`config.mk`:
```
export PLATFORM = sky130hd
export DESIGN_NAME = add_serial_nbit
export DESIGN_NICKNAME = d
export VERILOG_FILES = /design/src/rtl/add_pkg.sv /design/src/rtl/serial_fa_slice.sv /design/src/rtl/add_serial_nbit.sv
export SDC_FILE = /design/constraint.sdc
export NUM_CORES = 1
export LEC_CHECK = 0
export ABC_AREA = 1
export CORE_UTILIZATION = 56
export CTS_CLUSTER_DIAMETER = 120
export DETAILED_ROUTE_END_ITERATION = 16
export MAX_ROUTING_LAYER = met4
export PLACE_DENSITY_LB_ADDON = 0.12
export SETUP_SLACK_MARGIN = 0.15
export SYNTH_ARGS = -nofsm -noshare
export SYNTH_HDL_FRONTEND = slang
export SYNTH_SLANG_ARGS = --single-unit
```
`constraint.sdc`:
```
create_clock -name clk -period 2 [get_ports clk]
set_input_delay 0.3 -clock clk [delete_from_list [all_inputs] [get_ports clk]]
set_output_delay 0.3 -clock clk [all_outputs]
set_load 0.01 [all_outputs]
```
`src/rtl/add_pkg.sv`:
```
// +----------------------------------------------------------------------+
// | add_pkg : shared types and sizing helpers for the serial adder       |
// | Rev 1.0 : initial release                                            |
// +----------------------------------------------------------------------+
`default_nettype none

package add_pkg;

  typedef enum logic [1:0] {
    IDLE = 2'd0,
    RUN  = 2'd1,
    DONE = 2'd2
  } state_t;

  function automatic int calc_n(input int width, input int digit);
    return width / digit;
  endfunction

  // A one-digit operation still needs a one-bit counter.
  function automatic int calc_cnt_w(input int n);
    return (n > 1) ? $clog2(n) : 1;
  endfunction

endpackage

`default_nettype wire

```
`src/rtl/serial_fa_slice.sv`:
```
// +----------------------------------------------------------------------+
// | serial_fa_slice : one-bit combinational full adder                   |
// | Rev 1.0 : initial release                                            |
// +----------------------------------------------------------------------+
`default_nettype none

module serial_fa_slice (
  input  logic a_i,
  input  logic b_i,
  input  logic cin_i,
  output logic sum_o,
  output logic cout_o
);

  assign sum_o  = a_i ^ b_i ^ cin_i;
  assign cout_o = (a_i & b_i) | (cin_i & (a_i ^ b_i));

endmodule

`default_nettype wire

```
`src/rtl/add_serial_nbit.sv`:
```
// +----------------------------------------------------------------------+
// | add_serial_nbit : DIGIT-bits-per-clock serial adder/subtractor       |
// | Rev 1.0 : initial release                                            |
// +----------------------------------------------------------------------+
`default_nettype none

module add_serial_nbit
  import add_pkg::*;
#(
  parameter int WIDTH = 8,
  parameter int DIGIT = 1
) (
  input  logic             clk,
  input  logic             rst_n,
  input  logic             start,
  input  logic             sub,
  input  logic [WIDTH-1:0] a,
  input  logic [WIDTH-1:0] b,
  input  logic             cin,
  output logic             busy,
  output logic             done,
  output logic [WIDTH-1:0] result,
  output logic             cout,
  output logic             ovf
);

  localparam int N     = calc_n(WIDTH, DIGIT);
  localparam int CNT_W = calc_cnt_w(N);

  generate
    if ((WIDTH < 2) || (WIDTH % DIGIT != 0)) begin : g_param_check
      $error("add_serial_nbit: WIDTH must be >= 2 and divisible by DIGIT");
    end
  endgenerate

  state_t             state_q, state_d;
  logic [WIDTH-1:0]   op_a_q, op_a_d;
  logic [WIDTH-1:0]   op_b_q, op_b_d;
  logic [WIDTH-1:0]   acc_q, acc_d;
  logic               carry_q, carry_d;
  logic [CNT_W-1:0]   cnt_q, cnt_d;
  logic [WIDTH-1:0]   result_q, result_d;
  logic               cout_q, cout_d;
  logic               ovf_q, ovf_d;

  logic [DIGIT:0]     w_c;
  logic [DIGIT-1:0]   w_s;
  logic [WIDTH-1:0]   w_acc_next;
  logic               w_last;

  assign w_c[0] = carry_q;

  generate
    for (genvar i = 0; i < DIGIT; i++) begin : g_slice
      serial_fa_slice u_slice (
        .a_i    (op_a_q[i]),
        .b_i    (op_b_q[i]),
        .cin_i  (w_c[i]),
        .sum_o  (w_s[i]),
        .cout_o (w_c[i+1])
      );
    end
  endgenerate

  // New sum digit enters at the top so the LSB digit ends up at bit 0.
  generate
    if (DIGIT == WIDTH) begin : g_acc_full
      assign w_acc_next = w_s;
    end else begin : g_acc_shift
      assign w_acc_next = {w_s, acc_q[WIDTH-1:DIGIT]};
    end
  endgenerate

  assign w_last = (cnt_q == CNT_W'(N - 1));

  always_ff @(posedge clk or negedge rst_n) begin
    if (!rst_n) begin
      state_q  <= IDLE;
      op_a_q   <= '0;
      op_b_q   <= '0;
      acc_q    <= '0;
      carry_q  <= 1'b0;
      cnt_q    <= '0;
      result_q <= '0;
      cout_q   <= 1'b0;
      ovf_q    <= 1'b0;
    end else begin
      state_q  <= state_d;
      op_a_q   <= op_a_d;
      op_b_q   <= op_b_d;
      acc_q    <= acc_d;
      carry_q  <= carry_d;
      cnt_q    <= cnt_d;
      result_q <= result_d;
      cout_q   <= cout_d;
      ovf_q    <= ovf_d;
    end
  end

  always_comb begin
    state_d  = state_q;
    op_a_d   = op_a_q;
    op_b_d   = op_b_q;
    acc_d    = acc_q;
    carry_d  = carry_q;
    cnt_d    = cnt_q;
    result_d = result_q;
    cout_d   = cout_q;
    ovf_d    = ovf_q;

    case (state_q)
      IDLE, DONE: begin
        state_d = IDLE;
        if (start) begin
          op_a_d  = a;
          op_b_d  = sub ? ~b : b;
          carry_d = sub ? 1'b1 : cin;
          cnt_d   = '0;
          state_d = RUN;
        end
      end
      RUN: begin
        op_a_d  = op_a_q >> DIGIT;
        op_b_d  = op_b_q >> DIGIT;
        acc_d   = w_acc_next;
        carry_d = w_c[DIGIT];
        cnt_d   = cnt_q + CNT_W'(1);
        if (w_last) begin
          result_d = w_acc_next;
          cout_d   = w_c[DIGIT];
          ovf_d    = w_c[DIGIT] ^ w_c[DIGIT-1];
          state_d  = DONE;
        end
      end
      default: state_d = IDLE;
    endcase
  end

  assign busy   = (state_q == RUN);
  assign done   = (state_q == DONE);
  assign result = result_q;
  assign cout   = cout_q;
  assign ovf    = ovf_q;

endmodule

`default_nettype wire

```
### After elaboration in Yosys (flattened, before gate mapping)

Cells that the tools add are included.
W data, S select, Z words.

| storage, ports and cells | value |
|---|---|
| register bits | 40 |
| latch bits | 0 |
| bits in writable memories | 0 |
| memory bits (read-only) | 0 |
| bits of input ports | 21 |
| word-level logic and storage cells | 40 |
| memories | 0 |

| operators by class | value |
|---|---|
| $add $sub $neg | 1 |
| $mul | 0 |
| div/mod/pow operators | 0 |
| magnitude comparators | 0 |
| equality and inequality tests | 5 |
| shift-type cells | 0 |
| multiplexer cells | 13 |
| bitwise operators | 7 |
| reduce and logical (&&, ||, !) cells | 5 |

Operators by type and width:

| operator | number |
|---|---|
| $pmux W8 S2 | 2 |
| $mux W8 | 3 |
| $not A8 Y8 | 1 |
| $pmux W3 S2 | 1 |
| $pmux W2 S2 | 1 |
| $reduce_and A2 Y1 | 2 |
| $add A3 B1 Y3 const B | 1 |
| $eq A3 B3 Y1 const B | 1 |
| $mux W1 | 3 |
| $mux W3 | 1 |
| $xor A1 B1 Y1 | 3 |
| $and A1 B1 Y1 | 2 |
| $eq A2 B1 Y1 const B | 1 |
| $eq A2 B2 Y1 const B | 1 |
| $logic_not A2 Y1 | 1 |
| $mux W2 | 1 |
| $ne A2 B1 Y1 const B | 1 |
| $ne A2 B2 Y1 const B | 1 |
| $pmux W1 S2 | 1 |
| $reduce_bool A2 Y1 | 1 |
| $reduce_or A2 Y1 | 1 |
| $or A1 B1 Y1 | 1 |

### Depth between registers and ports, before layout

| logic depth | value |
|---|---|
| word-level depth | 4 |
| mapped depth | 7 |

### Hierarchy

From an unflattened synthesis, not the netlist that was laid out.

| unflattened totals | value |
|---|---|
| cells, all modules | 227 |
| area, all modules | 1844.3 um^2 |

Modules (own cells, without submodules):

| module | times used | cells each | area an instance (um^2) | seq. area each (um^2) |
|---|---|---|---|---|
| add_serial_nbit | 1 | 226 | 1824.2 | 975.9 |
| serial_fa_slice | 1 | 1 | 20.0 | 0.0 |

### Least setup slack after synthesis

Ideal clock, no wire load.

| timing path | value |
|---|---|
| path kind | reg2reg |
| start point | register cnt_q[0] |
| end point | register cout_q (netlist: cout) |
| library setup time | 0.117 ns |
| arrival time | 1.139 ns |
| required time | 1.883 ns |
| slack | 0.744 ns |
| stages on the path, launching flop included | 8 |
| path buffers | 1 |
| clock period less this slack | 1.256 ns |
| cell sequence | dfrtp_1 -> ha_1 -> ha_1 -> inv_1 -> nor2_4 -> buf_6 -> nand2_1 -> nand2_1 |

| between the ends | value |
|---|---|
| longest elaborated chain between the ends | 2 |

RTL lines:

| what | RTL line | RTL |
|---|---|---|
| start, declared | add_serial_nbit.sv:41 | `logic [CNT_W-1:0] cnt_q, cnt_d;` |
| start signal, assigned | add_serial_nbit.sv:93 | `cnt_q <= cnt_d;` |
| $eq A3 B3 Y1 | add_serial_nbit.sv:74 | `assign w_last = (cnt_q == CNT_W'(N - 1));` |
| $reduce_and A2 Y1 (no source line) | n/a |  |
| end signal, assigned | add_serial_nbit.sv:95 | `cout_q <= cout_d;` |
| end, declared | add_serial_nbit.sv:43 | `logic cout_q, cout_d;` |

No other way between the ends.
A chain may end at the register's enable or synchronous reset.

### Final worst setup path

| timing path | value |
|---|---|
| start point | register state_q[0] |
| end point | output port done |

| between the ends | value |
|---|---|
| longest elaborated chain between the ends | 1 |

RTL lines:

| what | RTL line | RTL |
|---|---|---|
| start, declared | add_serial_nbit.sv:36 | `state_t state_q, state_d;` |
| start signal, assigned | add_serial_nbit.sv:88 | `state_q <= state_d;` |
| $eq A2 B2 Y1 | add_serial_nbit.sv:140 | `assign done = (state_q == DONE);` |
| end, declared | add_serial_nbit.sv:21 | `output logic done,` |

No other way between the ends.

==> reports/metrics.cfg <==
[flow_run]
maxCapViolations=0

[logic_synthesis]
synthCells=224
ys_top_cells_by_area=dfrtp_1 52%, nand2_1 19%, nand3_1 10%
ys_seq_elements=39
synthSimpleGateAreaFrac=0.335
syn-num-nets=248
synth_compound_area_frac=0.0242
syn-cell-area_um2=1860
synthMuxAreaShare=0
synth.distinct_cells=20
yosysWarnings=0
synth_adder_area_share=0.0242
synth_xor_area_frac=0.00942
syn_avg_cell_area_um2=8.30
synth_top_area_frac=0.525
synth_top_family_by_area=simple AND/OR/NAND/NOR gates
yosysSeqAreaShare=0.525
synth.largest_area_cell=dfrtp_1

[placement]
gp_congestion=0.805
post-place-ws_ns=0.489
hpwl_um=2430
portBuffers=32

[timing]
period_needed_ns=1.64
final.setup.tns_ns=0
slew_headroom=0.772
rsz0062_at_grt=no
tightest_slew_ns=0.341
period_share=0.820
setup_viol=0
fmax_ghz=0.610
fin_skew_ns=0.0107
final.setup.worst_slack_ns=0.360
drv_slew=0
hold_viol_final=0

[setup_path]
worstPathRequired_ns=1.70
r2r_cells=6
critPathCaptureType=output port
critical_path_cell_count=3
path_delay_family=buffers and inverters
r2r-start=cnt_q[0]
cp_slowest_cell=dfrtp_1
cp-startpoint=state_q[0]
path_buf_inv=2
cp_max_fo=10
slowest_delay_ns=0.40
crit_end=done
cp.arrival_ns=1.34
regToRegSetupSlack_ns=0.67
worstPathCellList=buf_4 -> nor2_1 -> dlygate4sd2_1
r2r_end=ovf
critPathKind=flop to output port
startpoint_type=flop

[route]
wl_met3_um=158
vias_per_cell=5.01
drc=0
top_layer=met4
drt_pass1_iterations=4
drtAntennaViolNets=0
wl_met1_um=1560
routedWlPerCell_um=11.3
vias=1528
wl_met2_um=1670
first_iter_violations=94
drt_wl_total_um=3460

[global_route]
grt_usage=0.229
overflow=0
grt_pass1_wl_um=5710
grt_max_degree=40
grt_pass1_vias=1299
antenna_found_initial=0

[die]
core_area_um2=3100
io_pins=33
start_util=0.599
fp.dieW_um=59.6
die_area_um2=3550
die_h_um=59.6
rows=20

[clock_tree]
cts_sinks=39
cts_tree=yes
htree_levels=2
cts_setup_buffers=0
numCtsBuffers=5
clk-insertion-delay-late_ns=0.35
clockBufferDepth=2
root_buffer=clkbuf_4
clk_pin_slew_ns=0.12

[power]
power_density_nw_per_um2=1430
ir_drop_mv=1.12
leakage_uw=0.00120

[outcome]
status=finished clean

[final_layout]
nNetsFinal=284
diodes=0
area_growth_pct=23.6
mostFrequentLayoutCells=94 x nand2_1, 39 x dfrtp_1, 37 x nand3_1
final_common_cell=nand2_1
drive_above_1_share=0.0881

[min_path]
hold_class=primary input to async pin

[sequential cells by signal, indices dropped and copies added (netlist names)]
name and cells:
carry_q 1, cnt_q 3, state_q 2, acc_q 7
op_a_q 8, cout 1, result 8, ovf 1
op_b_q 8
[tightest hold or removal path, delay by kind of cell]
family / cells / cell delay, ns
buffers and inverters: 3 / 0.86
[through the flow]
step / hold slack (ns) / area, µm² / power (µW) / utilization / instances
after floorplan: 0.00441 / 1860 / 2360 / - / 224
final: 0.422 / 2300 / 3290 / 0.741 / 305
after global placement: 0.282 / 2210 / 2730 / 0.711 / 296
after global routing: 0.452 / 2300 / 3580 / 0.741 / 305
after CTS: 0.438 / 2300 / 3320 / 0.740 / 305
after detailed placement: 0.280 / 2210 / 2790 / 0.711 / 296
[cell usage after synthesis, drive strengths merged]
cell type	number
inv	23
xor2	2
fa	1
ha	2
dfrtp	39
nand3	37
nand2	98
a21oi	1
buf	8
o21ai	8
nor2	5
[timing repair]
item / in CTS / in global routing
endpoints found under the hold margin: 39 / 0
resized for setup: 1 / 1
endpoints found under the setup margin: 1 / 1
hold buffers: 1 / 0
gates cloned: 0 / 0
[routing by layer]
layer	global-route usage	up-vias
met3	0.0480	10
li1	-	777
met4	0.0997	0
met2	0.348	42
met5	-	-
met1	0.298	699
[cells by family after synthesis]
group                      after synthesis
adders and majority gates                3
buffers and inverters                   31
and+or+nand+nor                        140
AOI/OAI and AO/OA                        9
DFF                                     39
xor gates and xnor gates                 2
[worst min path at each step]
stage	to	startpoint
final	result[3]	rst_n
after global routing	result[5]	rst_n
after CTS	result[0]	rst_n
after detailed placement	result[0]	rst_n
after global placement	result[0]	rst_n
after floorplan	acc_q[1]	rst_n
[report_power, final]
group	total (µW)	switching, µW	internal [µW]
combinational	1410	804	609
clock	530	267	263
sequential	1350	206	1150
total	3290	1280	2020
[cell type report]
| class | count | area [µm²] |
|---|---|---|
| inverters | 23 | 86.3 |
| multi-input cells | 154 | 731 |
| flip-flops and latches | 39 | 976 |
| well taps | 44 | 55.1 |
| repair buffers | 37 | 369 |
| clock inverters | 3 | 43.8 |
| fillers | 242 | 805 |
| clock buffers | 5 | 37.5 |
No activity file was read; power rests on OpenSTA's default activity.
